--- config.mk ---
export PLATFORM = sky130hd
export DESIGN_NAME = bfly_tm_flat
export DESIGN_NICKNAME = d
export VERILOG_FILES = /design/src/rtl/bfly_tm_if.sv /design/src/rtl/bfly_tm.sv /design/src/flat_wrapper.sv
export SDC_FILE = /design/constraint.sdc
export NUM_CORES = 1
export LEC_CHECK = 0
export CAP_MARGIN = 20
export CORE_MARGIN = 2
export CORE_UTILIZATION = 50
export CTS_CLUSTER_DIAMETER = 80
export DETAILED_ROUTE_END_ITERATION = 7
export GPL_TIMING_DRIVEN = 0
export MAX_ROUTING_LAYER = met4
export PLACE_DENSITY = 0.69
export SKIP_CTS_REPAIR_TIMING = 1
export SLEW_MARGIN = 15
export SYNTH_ARGS = -nofsm -noshare
export SYNTH_HDL_FRONTEND = slang
export SYNTH_SLANG_ARGS = --single-unit
export TNS_END_PERCENT = 1
--- constraint.sdc ---
create_clock -name clk -period 16.6 [get_ports clk]
set_input_delay 1.66 -clock clk [delete_from_list [all_inputs] [get_ports clk]]
set_output_delay 1.66 -clock clk [all_outputs]
set_load 0.01 [all_outputs]
--- src/rtl/bfly_tm_if.sv ---
// ---------------------------------------------------------------------------
// bfly_tm_if
//   Bundle for the time-multiplexed butterfly: operand handshake on the
//   input side and the real/imag beat stream on the output side.
//
//   in_valid / in_ready   operand handshake (accept = in_valid & in_ready)
//   a_r,a_i,b_r,b_i       complex operands a and b (signed, data_width)
//   w_r,w_i               twiddle, Q(FRAC_BITS) signed
//   out_data              {z2 part, z1 part}, real or imag per out_sel
//   out_en                out_data valid this cycle
//   out_sel               0 = real parts, 1 = imaginary parts
//   out_last              marks the imaginary beat (butterfly complete)
//
//   master: operand producer / beat consumer.  slave: the butterfly.
// ---------------------------------------------------------------------------
interface bfly_tm_if #(
  parameter int data_width = 8
);
  logic                           in_valid;
  logic                           in_ready;
  logic signed [data_width-1:0]   a_r;
  logic signed [data_width-1:0]   a_i;
  logic signed [data_width-1:0]   b_r;
  logic signed [data_width-1:0]   b_i;
  logic signed [data_width-1:0]   w_r;
  logic signed [data_width-1:0]   w_i;
  logic        [2*data_width-1:0] out_data;
  logic                           out_en;
  logic                           out_sel;
  logic                           out_last;

  modport master (
    output in_valid, a_r, a_i, b_r, b_i, w_r, w_i,
    input  in_ready, out_data, out_en, out_sel, out_last
  );

  modport slave (
    input  in_valid, a_r, a_i, b_r, b_i, w_r, w_i,
    output in_ready, out_data, out_en, out_sel, out_last
  );
endinterface

--- src/rtl/bfly_tm.sv ---
// ---------------------------------------------------------------------------
// bfly_tm
//   Time-multiplexed radix-2 DIT butterfly, z1 = a + b*w, z2 = a - b*w.
//   One operand set is accepted every two cycles; the real parts are
//   computed in the RE cycle and the imaginary parts in the IM cycle on a
//   single pair of multipliers, and each result is registered as one beat.
//
//   Ports
//     clk        rising-edge clock
//     rst        asynchronous reset, active low
//     bus        bfly_tm_if.slave (operand handshake in, beat stream out)
//
//   Parameters
//     data_width operand/result width (signed two's complement)
//     FRAC_BITS  fractional bits of the twiddle
//     SCALE      1: halve both outputs before saturation, 0: saturate only
// ---------------------------------------------------------------------------
module bfly_tm #(
  parameter int data_width = 8,
  parameter int FRAC_BITS  = 6,
  parameter int SCALE      = 0
) (
  input  logic     clk,
  input  logic     rst,
  bfly_tm_if.slave bus
);

  localparam int DW = data_width;

  localparam logic [1:0] IDLE = 2'd0;
  localparam logic [1:0] RE   = 2'd1;
  localparam logic [1:0] IM   = 2'd2;

  logic [1:0] state;
  logic       accept;

  logic signed [DW-1:0] ar_p0;
  logic signed [DW-1:0] ai_p0;
  logic signed [DW-1:0] br_p0;
  logic signed [DW-1:0] bi_p0;
  logic signed [DW-1:0] wr_p0;
  logic signed [DW-1:0] wi_p0;

  logic                   is_im;
  logic signed [DW-1:0]   a_sel;
  logic signed [DW-1:0]   wbr_sel;
  logic signed [DW-1:0]   wbi_sel;
  logic signed [2*DW-1:0] prod_br;
  logic signed [2*DW-1:0] prod_bi;
  logic signed [2*DW:0]   psum;
  logic signed [2*DW:0]   pshift;
  logic signed [DW:0]     twid;
  logic signed [DW+1:0]   a_ext;
  logic signed [DW+1:0]   t_ext;
  logic signed [DW-1:0]   z1;
  logic signed [DW-1:0]   z2;

  logic [2*DW-1:0] data_p1;
  logic            vld_p1;
  logic            sel_p1;
  logic            last_p1;

  // Sign-extend a DW operand to product width so the multiply is exact.
  function automatic logic signed [2*DW-1:0] sext_prod(input logic signed [DW-1:0] v);
    return $signed({{DW{v[DW-1]}}, v});
  endfunction

  // Sign-extend a product by one bit so the sum/difference cannot wrap.
  function automatic logic signed [2*DW:0] sext_sum(input logic signed [2*DW-1:0] v);
    return $signed({v[2*DW-1], v});
  endfunction

  // Clamp the shifted twiddle product to DW+1 bits.
  function automatic logic signed [DW:0] sat_twid(input logic signed [2*DW:0] v);
    if (v[2*DW:DW] == {(DW+1){v[2*DW]}}) begin
      return v[DW:0];
    end else if (v[2*DW]) begin
      return {1'b1, {DW{1'b0}}};
    end else begin
      return {1'b0, {DW{1'b1}}};
    end
  endfunction

  // Optional halving, then clamp the DW+2 bit butterfly sum to DW bits.
  function automatic logic signed [DW-1:0] sat_out(input logic signed [DW+1:0] s);
    logic signed [DW+1:0] v;
    v = (SCALE != 0) ? (s >>> 1) : s;
    if (v[DW+1:DW-1] == {3{v[DW+1]}}) begin
      return v[DW-1:0];
    end else if (v[DW+1]) begin
      return {1'b1, {(DW-1){1'b0}}};
    end else begin
      return {1'b0, {(DW-1){1'b1}}};
    end
  endfunction

  assign bus.in_ready = (state != RE);
  assign accept       = bus.in_valid & bus.in_ready;

  // Control: IDLE -> RE on accept, RE -> IM, IM -> RE on accept else IDLE.
  always_ff @(posedge clk or negedge rst) begin
    if (!rst) begin
      state <= IDLE;
    end else begin
      case (state)
        IDLE:    state <= accept ? RE : IDLE;
        RE:      state <= IM;
        IM:      state <= accept ? RE : IDLE;
        default: state <= IDLE;
      endcase
    end
  end

  // ---- stage p0: operand capture on accept ----
  always_ff @(posedge clk or negedge rst) begin
    if (!rst) begin
      ar_p0 <= '0;
      ai_p0 <= '0;
      br_p0 <= '0;
      bi_p0 <= '0;
      wr_p0 <= '0;
      wi_p0 <= '0;
    end else if (accept) begin
      ar_p0 <= bus.a_r;
      ai_p0 <= bus.a_i;
      br_p0 <= bus.b_r;
      bi_p0 <= bus.b_i;
      wr_p0 <= bus.w_r;
      wi_p0 <= bus.w_i;
    end
  end

  // One multiplier pair serves both halves: in RE it forms b_r*w_r - b_i*w_i,
  // in IM the twiddle halves swap to form b_r*w_i + b_i*w_r.
  always_comb begin
    is_im   = (state == IM);
    a_sel   = is_im ? ai_p0 : ar_p0;
    wbr_sel = is_im ? wi_p0 : wr_p0;
    wbi_sel = is_im ? wr_p0 : wi_p0;
    prod_br = sext_prod(br_p0) * sext_prod(wbr_sel);
    prod_bi = sext_prod(bi_p0) * sext_prod(wbi_sel);
    psum    = is_im ? (sext_sum(prod_br) + sext_sum(prod_bi))
                    : (sext_sum(prod_br) - sext_sum(prod_bi));
    pshift  = psum >>> FRAC_BITS;
    twid    = sat_twid(pshift);
    a_ext   = $signed({{2{a_sel[DW-1]}}, a_sel});
    t_ext   = $signed({twid[DW], twid});
    z1      = sat_out(a_ext + t_ext);
    z2      = sat_out(a_ext - t_ext);
  end

  // ---- stage p1: registered beat ----
  // out_data holds its previous value on idle cycles; strobes drop.
  always_ff @(posedge clk or negedge rst) begin
    if (!rst) begin
      data_p1 <= '0;
      vld_p1  <= 1'b0;
      sel_p1  <= 1'b0;
      last_p1 <= 1'b0;
    end else begin
      case (state)
        RE: begin
          data_p1 <= {z2, z1};
          vld_p1  <= 1'b1;
          sel_p1  <= 1'b0;
          last_p1 <= 1'b0;
        end
        IM: begin
          data_p1 <= {z2, z1};
          vld_p1  <= 1'b1;
          sel_p1  <= 1'b1;
          last_p1 <= 1'b1;
        end
        default: begin
          vld_p1  <= 1'b0;
          sel_p1  <= 1'b0;
          last_p1 <= 1'b0;
        end
      endcase
    end
  end

  assign bus.out_data = data_p1;
  assign bus.out_en   = vld_p1;
  assign bus.out_sel  = sel_p1;
  assign bus.out_last = last_p1;

endmodule

--- src/flat_wrapper.sv ---
// flat-port wrapper written by rule: the top's interface ports become plain ports
module bfly_tm_flat 
#(
  parameter int data_width = 8,
  parameter int FRAC_BITS  = 6,
  parameter int SCALE      = 0
)
  (clk, rst, bus_in_valid, bus_a_r, bus_a_i, bus_b_r, bus_b_i, bus_w_r, bus_w_i, bus_in_ready, bus_out_data, bus_out_en, bus_out_sel, bus_out_last);
  bfly_tm_if #(.data_width(data_width)) bus_i ();
  input  logic clk;
  input  logic rst;
  input wire logic [$bits(bus_i.in_valid)-1:0] bus_in_valid;
  input wire logic [$bits(bus_i.a_r)-1:0] bus_a_r;
  input wire logic [$bits(bus_i.a_i)-1:0] bus_a_i;
  input wire logic [$bits(bus_i.b_r)-1:0] bus_b_r;
  input wire logic [$bits(bus_i.b_i)-1:0] bus_b_i;
  input wire logic [$bits(bus_i.w_r)-1:0] bus_w_r;
  input wire logic [$bits(bus_i.w_i)-1:0] bus_w_i;
  output wire logic [$bits(bus_i.in_ready)-1:0] bus_in_ready;
  output wire logic [$bits(bus_i.out_data)-1:0] bus_out_data;
  output wire logic [$bits(bus_i.out_en)-1:0] bus_out_en;
  output wire logic [$bits(bus_i.out_sel)-1:0] bus_out_sel;
  output wire logic [$bits(bus_i.out_last)-1:0] bus_out_last;
  assign bus_i.in_valid = bus_in_valid;
  assign bus_i.a_r = bus_a_r;
  assign bus_i.a_i = bus_a_i;
  assign bus_i.b_r = bus_b_r;
  assign bus_i.b_i = bus_b_i;
  assign bus_i.w_r = bus_w_r;
  assign bus_i.w_i = bus_w_i;
  assign bus_in_ready = bus_i.in_ready;
  assign bus_out_data = bus_i.out_data;
  assign bus_out_en = bus_i.out_en;
  assign bus_out_sel = bus_i.out_sel;
  assign bus_out_last = bus_i.out_last;
  bfly_tm #(.data_width(data_width), .FRAC_BITS(FRAC_BITS), .SCALE(SCALE)) u_core (.clk(clk), .rst(rst), .bus(bus_i));
endmodule
## Yosys cells after proc, flatten, opt, wreduce, memory -nomap -nowiden

Index checks and enable logic that the tools add are counted.

- Register bits after elaboration: 68
- Input bits: 51
- Logic and storage cells: 40

- Add/sub/neg operators: 4
- $mul: 2
- Equality and inequality tests: 6
- Muxes and demuxes: 14
- Bitwise logic cells: 1
- Reductions and logical operators: 3

Operator list:

| kind | number |
|---|---|
| 8-bit 2-to-1 mux | 7 |
| 8-bit by 8-bit multiplier with 16-bit output | 2 |
| 9-bit 2-to-1 mux | 2 |
| 16-bit by 16-bit adder with 17-bit output | 1 |
| 17-bit 2-to-1 mux | 1 |
| 16-bit by 16-bit subtractor with 17-bit output | 1 |
| 8-bit by 9-bit adder with 10-bit output | 1 |
| 8-bit by 9-bit subtractor with 10-bit output | 1 |
| 2-bit equality test | 3 |
| 2-bit one-hot mux with 2 select lines | 1 |
| 2-bit OR reduction | 2 |
| 1-bit 2-to-1 mux | 3 |
| 2-bit by 1-bit equality test with 1-bit output, second input constant | 1 |
| 2-bit equality test, second input constant | 1 |
| 2-bit zero test | 1 |
| 2-bit by 1-bit != test with 1-bit output, second input constant | 1 |
| 1-bit bitwise AND | 1 |

## Logic depth before layout (Yosys ltp)

Gate-level depths: netlist (run 1).

- Word-level depth: 10
- Depth in mapped cells: 44

## Least setup slack after synthesis (run 1)

No wires, ideal clock.

- Kind: register to register
- From: reg u_core.state[0]
- To: reg u_core.data_p1[6] (netlist: u_core.bus.out_data[6])
- Library setup time: 0.079 ns
- Arrival time: 9.954 ns
- Required time: 16.521 ns
- Slack: 6.567 ns
- Stages on the path, launching flop included: 43
- Path buffers: 2
- Cell sequence: dfrtp_1 -> inv_1 -> ha_1 -> clkbuf_1 -> clkbuf_1 -> mux2_2 -> and2_1 -> fa_1 -> inv_1 -> fa_1 -> inv_1 -> fa_1 -> inv_1 -> fa_1 -> inv_1 -> ha_1 -> o21ai_1 -> nor2_1 -> (+7 left out) -> and2_1 -> a221o_1 -> a211oi_1 -> xnor2_1 -> a21boi_2 -> o22ai_2 -> o21a_1 -> ha_1 -> fa_1 -> a21o_1 -> a21oi_1 -> o21bai_1 -> a2111o_1 -> nand3_1 -> a211oi_1 -> a211oi_1 -> nor2_1 -> o2bb2ai_1

- Cells in the longest elaborated chain, start to end: 10
- Elaborated cells between the ends (all ways): 18
- Classes of those cells: add/sub (3); mul (2); eq/ne (4); mux (8); reduce/logical (1)

Ends and longest elaborated chain:

| item | line | source |
|---|---|---|
| start: declaration | bfly_tm.sv:34 | `logic [1:0] state;` |
| start signal: assignment | bfly_tm.sv:106 | `IDLE: state <= accept ? RE : IDLE;` |
| start signal: assignment | bfly_tm.sv:108 | `IM: state <= accept ? RE : IDLE;` |
| 2-bit equality test (*) | bfly_tm.sv:136 | `is_im = (state == IM);` |
| named net u_core.is_im | bfly_tm.sv:44 | `logic is_im;` |
| 8-bit 2-to-1 mux (on tied branches) | bfly_tm.sv:138, bfly_tm.sv:139 |  |
| 8-bit by 8-bit multiplier with 16-bit output (on tied branches) | bfly_tm.sv:140, bfly_tm.sv:141 |  |
| 16-bit by 16-bit subtractor with 17-bit output or 16-bit by 16-bit adder with 17-bit output (tied branches) | bfly_tm.sv:143, bfly_tm.sv:142 |  |
| 17-bit 2-to-1 mux | bfly_tm.sv:142 | `psum = is_im ? (sext_sum(prod_br) + sext_sum(prod_bi))` |
| 2-bit equality test or 9-bit 2-to-1 mux (tied branches) | bfly_tm.sv:75, bfly_tm.sv:77 |  |
| 9-bit 2-to-1 mux | bfly_tm.sv:75 | `if (v[2*DW:DW] == {(DW+1){v[2*DW]}}) begin` |
| 8-bit by 9-bit adder with 10-bit output | bfly_tm.sv:148 | `z1 = sat_out(a_ext + t_ext);` |
| 2-bit equality test or 8-bit 2-to-1 mux (tied branches) | bfly_tm.sv:88, bfly_tm.sv:90 |  |
| 8-bit 2-to-1 mux | bfly_tm.sv:88 | `if (v[DW+1:DW-1] == {3{v[DW+1]}}) begin` |
| end signal: assignment | bfly_tm.sv:163 | `data_p1 <= {z2, z1};` |
| end signal: assignment | bfly_tm.sv:169 | `data_p1 <= {z2, z1};` |
| end: declaration | bfly_tm.sv:58 | `logic [2*DW-1:0] data_p1;` |

The timed path passes the listed nets; every way through them passes the cells marked *.
A chain may end at the register's enable or synchronous reset.

## Worst setup path in the final report (run 1)

Same ends and word-level chain as after synthesis.

==> results of run 1 <==
## worst register-to-register path: cells and delay by family (launching register included)
| family | cells | cell delay (ns) |
|---|---|---|
| compound gates | 14 | 3.45 |
| fa+ha+maj | 9 | 3.38 |
| simple gates | 9 | 2.00 |
| buf+inv | 6 | 1.23 |
| mux | 1 | 0.86 |
| flops | 1 | 0.40 |
| xor+xnor | 2 | 0.37 |
## cells in the final DEF (no fill, tap or decap), drive strengths merged, types with 14 or more instances in the layout
cell           netlist  layout
inv                178     182
fa                 112     112
ha                  97      97
clkdlybuf4s50        0      69
dfrtp               68      68
mux2                64      64
nor2b               58      58
xnor2               52      52
nor2                40      40
nand2               38      38
a21oi               36      36
and2                28      28
o21ai               28      28
clkbuf              16      25
nand2b              17      17
a21o                15      15
xor2                15      15
o21bai              14      14
## logic make-up after synthesis
kind of cell | count (synthesis) | share of synthesized area
and+or+nand+nor | 224 | 0.1247
adders and majority gates | 209 | 0.3578
buffers and inverters | 200 | 0.07940
AOI/OAI and AO/OA | 152 | 0.1141
muxes | 76 | 0.08705
DFF | 68 | 0.1762
xor gates and xnor gates | 67 | 0.06075
## per-stage QoR
stage / hold WS (ns) / cells / cell area, sq um / utilization
global placement: 0.4807 / 1326 / 10690 / 0.5674
CTS: 0.4956 / 1343 / 11010 / 0.5849
finish: 0.4923 / 1343 / 11010 / 0.5849
detailed placement: 0.4722 / 1327 / 10710 / 0.5686
floorplan: 0.4750 / 996 / 9659 / -
global route: 0.5038 / 1343 / 11010 / 0.5849
## flip-flops by register name, summed over array words and instances, names as in the netlist
signal	cells
u_core.state	2
u_core.br_p0	8
u_core.bus.out_data	16
u_core.bus.out_sel	1
u_core.bi_p0	8
u_core.bus.out_en	1
u_core.ar_p0	8
u_core.wr_p0	8
u_core.wi_p0	8
u_core.ai_p0	8
## worst paths after layout
check | end | cells past startpoint | slack, ns
setup reg to reg | u_core.bus.out_data[6]$_DFFE_PN0P_ | 41 | 4.81
setup / recovery | u_core.bus.out_data[6]$_DFFE_PN0P_ | 41 | 4.81
hold / removal | u_core.bus.out_data[1]$_DFFE_PN0P_ | 1 | 0.49
hold reg to reg | u_core.bus.out_data[1]$_DFFE_PN0P_ | 1 | 0.49
min in group asynchronous | u_core.br_p0[6]$_DFFE_PN0P_ | 1 | 1.23
max in group asynchronous | u_core.state[0]$_DFF_PN0_ | 2 | 14.81
## per-layer routing
metal,global-route usage,part of all wire,vias up
met5,-,0,-
met4,0.05211,0.018,0
met3,0.02817,0.030,26
met2,0.3644,0.47,116
met1,0.3033,0.49,3383
li1,-,-,3402
## cell type report
class	count	area share
buffer	22	0.008974
clock buffer	9	0.02045
clock inverter	7	0.007497
inverter	178	0.06066
multi-input combinational	728	0.6532
sequential	68	0.1545
tap	260	0.02954
timing repair buffer	71	0.06521
==> summary.txt, run 1 <==
Run status
  • Status: finished clean

STA
  • Final Max Tran Viols: 0
  • Tcrit/Tclk final: 0.7100
  • Worst Skew: 0.01677 ns
  • RSZ-0062 raised after global routing: no
  • Setup tns final: 0 ns
  • Final Hold Viols: 0
  • Peak Freq: 84.84 MHz
  • Worst slew pin tran: 0.9425 ns
  • Final-report setup violation count: 0
  • Worst relative slew slack: 0.3537
  • Final worst slack: 4.813 ns
  • Final Critical Period: 11.79 ns

Global routing
  • First-pass GRT wire length: 35.65 mm
  • Initial antenna violation count: 0
  • Vias in the first global route: 7373
  • Total global routing track utilization: 0.2248
  • Total grt overflow: 0
  • Largest net degree at the start of global routing: 40

Synth
  • Syn. warnings: 0
  • Ranking of synthesized cells by area: fa_1 23%, dfrtp_1 18%, ha_1 13%
  • Unique masters post-synth: 62
  • Most frequent cell after synthesis: inv_1
  • Synthesized area: 9659 sq um
  • Main synth FF type: dfrtp_1
  • Syn Nets: 1256
  • Asr flop ratio synth: 1.000
  • Post-synth top area share: 0.2321
  • Avg Cell Area, Syn: 9.698 sq um
  • Post-synth top area cell: fa_1
  • Synth cell count leaders: 178 x inv_1, 112 x fa_1, 97 x ha_1
  • Post-synth EDFFs: 0
  • Post-Syn Instances: 996
  • Seq/Total Area, Yosys: 0.1762
  • Post-synthesis register bit count: 68

Setup path
  • Worst setup path category: reg -> reg
  • Worst path slowest cell: mux2i_1
  • Critical path peak fanout: 10
  • Critical Path Most Common Cell: fa_1
  • Critical path endpoint category: flip-flop
  • Max incr delay on CP: 0.86 ns
  • Buffer and inverter count on the worst path: 6
  • Critical path origin: u_core.state[0]$_DFF_PN0_
  • Top cell family by delay on the critical path: compound AO/OA/AOI/OAI gates
  • R2r startpoint: u_core.state[0]$_DFF_PN0_
  • CP startpoint kind: flip-flop
  • Worst path arrival time: 12.05 ns
  • WP data required: 16.86 ns

Finish
  • Synth-to-layout area growth: 14.03%
  • Final #Nets: 1338
  • Number of diodes: 0
  • Reg area: 1702 sq um
  • Area of the multi-input gates: 7194 sq um
  • Share of cells above drive strength 1: 0.09788
  • Filler cell count: 1680

Routing
  • WL/cell: 15.20 um
  • Antenna Nets Post-Route: 0
  • Pre-antenna DRT Iters: 4
  • Drt total wl: 20.41 mm
  • Initial DRC Count: 242
  • Via density: 5.158
  • Drt drc: 0
  • Via count: 6927

CTS
  • CTS tree: yes
  • CTS root buffer: clkbuf_16
  • CTS buffer count: 9
  • TritonCTS Sinks: 68
  • H-tree levels: 3
  • CTS max path bufs: 2
  • Worst-skew pair later-pin latency: 0.36 ns
  • Worst-path clk slew: 0.06 ns

Floorplanning
  • Die H: 143.0 um
  • Top Ports: 71
  • Die Area: 20450 sq um
  • Initial Util: 0.5130
  • Cell row count: 50
  • Chip width: 143.0 um
  • Core area: 18830 sq um

Run
  • Max-cap violations: 0

Place
  • Pre-CTS setup slack: 4.704 ns
  • DP Wirelength: 16.96 mm
  • I/O Buffers: 70
  • Routability cong.: 0.8235

Worst hold path
  • Min-Delay Path Class: reg -> reg
  • HP Start: u_core.bus.out_data[1]$_DFFE_PN0P_
Power of run 1 is left out: the tool's default activity adds up to more than one toggle a clock period on the data nets, which glitch-free logic cannot reach.
==> run 2, diff against run 1 <==
clock period = 11.12 ns   (was 16.6 ns; I/O delays follow)
==> summary.txt, run 2 (synthesis results as in run 1) <==
STA
  • Worst Skew: 0.01764 ns
  • Final Hold Viols: 0
  • Final Critical Period: 10.44 ns
  • Final-report setup violation count: 0
  • Worst relative slew slack: 0.3783
  • Final Max Tran Viols: 0
  • Tcrit/Tclk final: 0.9392
  • RSZ-0062 raised after global routing: no
  • Peak Freq: 95.75 MHz
  • Worst slew pin tran: 0.9066 ns
  • Final worst slack: 0.6763 ns

Setup path
  • Critical path peak fanout: 10
  • WP data required: 11.38 ns
  • Buffer and inverter count on the worst path: 5
  • CP startpoint kind: flip-flop
  • Max incr delay on CP: 0.66 ns
  • Worst path arrival time: 10.71 ns
  • Worst reg2reg setup slack: 0.68 ns
  • Critical path endpoint category: flip-flop
  • Top cell family by delay on the critical path: adder cells
  • Worst path slowest cell: fa_1
  • Critical Path Most Common Cell: fa_1
  • Worst setup path category: reg -> reg

Finish
  • Most common cell after layout, fill and taps aside: inv_1
  • Share of cells above drive strength 1: 0.1118
  • Final #Nets: 1337
  • Number of flip-flops under the largest register name: 16
  • Number of diodes: 0
  • Most frequent cells in the layout: 178 x inv_1, 112 x fa_1, 96 x ha_1
  • Filler cell count: 1665
  • Synth-to-layout area growth: 15.09%

Routing
  • Pre-antenna DRT Iters: 4
  • Initial DRC Count: 227
  • Drt total wl: 20.60 mm
  • Drt drc: 0
  • WL/cell: 15.35 um
  • Antenna Nets Post-Route: 0
  • Via count: 6902
  • Via density: 5.143

CTS
  • CTS buffer count: 9
  • Worst-skew pair later-pin latency: 0.36 ns
  • TritonCTS Sinks: 68
  • CTS max path bufs: 2
  • CTS root buffer: clkbuf_16
  • Worst-path clk slew: 0.06 ns
  • CTS tree: yes
  • H-tree levels: 3

Global routing
  • Total global routing track utilization: 0.2248
  • First-pass GRT wire length: 35.65 mm
  • Largest net degree at the start of global routing: 40
  • Initial antenna violation count: 0
  • Vias in the first global route: 7373
  • Total grt overflow: 0

Worst hold path
  • Min-Delay Path Class: reg -> reg

Place
  • Pre-CTS setup slack: -0.7764 ns
  • I/O Buffers: 70
  • DP Wirelength: 16.96 mm
  • Routability cong.: 0.8235

Floorplanning
  • Top Ports: 71
  • Chip width: 143.0 um
  • Die H: 143.0 um
  • Cell row count: 50
  • Initial Util: 0.5130
  • Core area: 18830 sq um
  • Die Area: 20450 sq um

Run
  • Max-cap violations: 0

Run status
  • Status: finished clean
run 2: per-layer routing:
layer / routed length [um] / part of all wire / track usage / vias up
met4: 299 / 0.015 / 0.05211 / 0
met2: 9702 / 0.47 / 0.3644 / 89
met5: 0 / 0 / - / -
li1: - / - / - / 3397
met1: 9987 / 0.48 / 0.3033 / 3394
met3: 611 / 0.030 / 0.02817 / 22
run 2: stage by stage:
stage               cells  area, sq um  hold slack (ns)  setup TNS, ns    util
detailed placement   1327        10710           0.4722         -8.297  0.5686
global route         1342        11120           0.5038              0  0.5904
global placement     1326        10690           0.4807         -4.329  0.5674
CTS                  1343        11010           0.4956         -9.030  0.5849
finish               1342        11120           0.4923              0  0.5904
floorplan             996         9659           0.4750              0       -
run 2: path summary, 6_finish.rpt:
| check | startpoint | endpoint | depth (start not counted) |
|---|---|---|---|
| max reg2reg | u_core.state[0]$_DFF_PN0_ | u_core.bus.out_data[6]$_DFFE_PN0P_ | 40 |
| min | u_core.bus.out_data[1]$_DFFE_PN0P_ | u_core.bus.out_data[1]$_DFFE_PN0P_ | 1 |
| min in group asynchronous | rst | u_core.br_p0[6]$_DFFE_PN0P_ | 1 |
| max in group asynchronous | rst | u_core.state[0]$_DFF_PN0_ | 2 |
| max | u_core.state[0]$_DFF_PN0_ | u_core.bus.out_data[6]$_DFFE_PN0P_ | 40 |
| min reg2reg | u_core.bus.out_data[1]$_DFFE_PN0P_ | u_core.bus.out_data[1]$_DFFE_PN0P_ | 1 |
run 2: final cells by class:
cell class / instances / area [sq um] / share of cell area
inverters: 178 / 668.1 / 0.06010
multi-input cells: 728 / 7296 / 0.6563
flip-flops and latches: 68 / 1702 / 0.1531
clock buffers: 9 / 225.2 / 0.02026
plain buffers: 21 / 100.1 / 0.009004
clock inverters: 7 / 82.58 / 0.007428
repair buffers: 71 / 718.2 / 0.06460
well taps: 260 / 325.3 / 0.02926
Power of run 2 is left out for the same reason.
==> run 3, diff against run 2 <==
PLACE_DENSITY = 0.71   (was 0.69)
clock period = 8.63 ns   (was 11.12 ns; I/O delays follow)
==> summary.txt, run 3 (synthesis results as in run 1) <==
Setup path
  • Critical path peak fanout: 8
  • Worst path arrival time: 9.88 ns
  • Worst path slowest cell: fa_1
  • CP startpoint kind: flip-flop
  • Critical path endpoint category: flip-flop
  • Worst setup path category: reg -> reg
  • Max incr delay on CP: 0.53 ns
  • WP data required: 8.90 ns

Finish
  • Most common cell after layout, fill and taps aside: inv_1
  • Share of cells above drive strength 1: 0.1812
  • Area of the multi-input gates: 7686 sq um
  • Synth-to-layout area growth: 21.29%
  • Number of flip-flops under the largest register name: 16
  • Most frequent cells in the layout: 173 x inv_1, 110 x fa_1, 88 x ha_1
  • Final #Nets: 1359
  • Number of diodes: 0
  • Layout Utilization: 0.6222
  • Filler cell count: 1552
  • Reg area: 1702 sq um
  • Post-Layout Inst Area: 11720 sq um
  • Final std cells w/o fill: 1364

Place
  • Placed Instance Area: 10910 sq um
  • Placed cells: 1327
  • Routability cong.: 0.8655
  • DP Wirelength: 16.93 mm
  • I/O Buffers: 70

Worst hold path
  • Min-Delay Path Class: in -> async

STA
  • Worst relative slew slack: 0.4977
  • Worst Skew: 0.01475 ns
  • Peak Freq: 104.0 MHz
  • Final Max Tran Viols: 0
  • Final worst slack: -0.9832 ns
  • Final Critical Period: 9.613 ns
  • Final-report setup violation count: 16
  • RSZ-0062 raised after global routing: yes
  • Final Hold Viols: 0
  • Tcrit/Tclk final: 1.114
  • Worst slew pin tran: 0.7535 ns

CTS
  • CTS tree: yes
  • CTS root buffer: clkbuf_16
  • Worst-path clk slew: 0.07 ns
  • CTS max path bufs: 2
  • TritonCTS Sinks: 68
  • H-tree levels: 3
  • Worst-skew pair later-pin latency: 0.35 ns
  • CTS buffer count: 9

Routing
  • Drt drc: 0
  • Drt total wl: 21.29 mm
  • Initial DRC Count: 311
  • Antenna Nets Post-Route: 0
  • Via count: 7152
  • Via density: 5.243
  • WL/cell: 15.61 um
  • Pre-antenna DRT Iters: 4

Global routing
  • Met3 Usage GRT: 0.03286
  • GR Util met2: 0.3682
  • Largest net degree at the start of global routing: 42
  • Total global routing track utilization: 0.2248
  • Vias in the first global route: 7336
  • First-pass GRT wire length: 35.55 mm
  • Initial antenna violation count: 0
  • Gr busiest metal: met2
  • Total grt overflow: 0
  • Met1 GRT Util: 0.3016

Run status
  • Status: finished with violations
  • Violated checks: setup timing

Floorplanning
  • Die Area: 20450 sq um
  • Chip width: 143.0 um
  • Cell row count: 50
  • Top Ports: 71
  • Die H: 143.0 um
  • Core area: 18830 sq um
  • Initial Util: 0.5130

Run
  • Max-cap violations: 0
run 3: cell types whose count changed in the layout (fill, tap and decap cells not counted), sizes merged:
cell	before	now
buf	10	31
clkbuf	22	23
run 3: layer usage:
| metal | vias up | share of wire |
|---|---|---|
| li1 | 3452 | - |
| met3 | 16 | 0.032 |
| met5 | - | 0 |
| met4 | 0 | 0.010 |
| met1 | 3573 | 0.46 |
| met2 | 111 | 0.49 |
run 3: critical path, delay by kind of cell, from the launching register on:
| kind | cells | cell delay [ns] |
|---|---|---|
| AND/OR/NAND/NOR | 7 | 0.88 |
| AO/OA/AOI/OAI | 16 | 3.35 |
| XOR/XNOR | 3 | 0.61 |
| flip-flops | 1 | 0.40 |
| adder cells (fa/ha/maj) | 9 | 3.30 |
| buffers and inverters | 7 | 0.62 |
| multiplexers | 1 | 0.36 |
run 3: final cells by class:
cell class | count | share of cell area
multi-input combinational | 728 | 0.6560
sequential | 68 | 0.1452
timing repair buffer | 92 | 0.07508
inverter | 178 | 0.05703
tap | 260 | 0.02777
clock buffer | 9 | 0.01922
buffer | 22 | 0.01260
clock inverter | 7 | 0.007048
run 3: worst paths after layout:
path | startpoint | endpoint | slack [ns] | cells past startpoint
hold reg to reg | u_core.bus.out_data[6]$_DFFE_PN0P_ | u_core.bus.out_data[6]$_DFFE_PN0P_ | 0.49 | 1
setup reg to reg | u_core.state[0]$_DFF_PN0_ | u_core.bus.out_data[2]$_DFFE_PN0P_ | -0.98 | 43
hold / removal | rst | u_core.br_p0[3]$_DFFE_PN0P_ | 0.43 | 1
min in group clk | u_core.bus.out_data[6]$_DFFE_PN0P_ | u_core.bus.out_data[6]$_DFFE_PN0P_ | 0.49 | 1
max in group asynchronous | rst | u_core.state[0]$_DFF_PN0_ | 7.63 | 2
setup / recovery | u_core.state[0]$_DFF_PN0_ | u_core.bus.out_data[2]$_DFFE_PN0P_ | -0.98 | 43
run 3: stage by stage:
step	setup slack (ns)	TNS (ns)	hold WS, ns
3_5_place_dp	-1.600	-24.42	0.4725
4_1_cts	-1.669	-25.35	0.4457
3_3_place_gp	-1.557	-23.77	0.4793
2_1_floorplan	-0.3887	-5.392	0.4750
6_report	-0.9832	-14.03	0.4312
5_1_grt	-1.397	-20.96	0.4572
Power of run 3 is left out for the same reason.
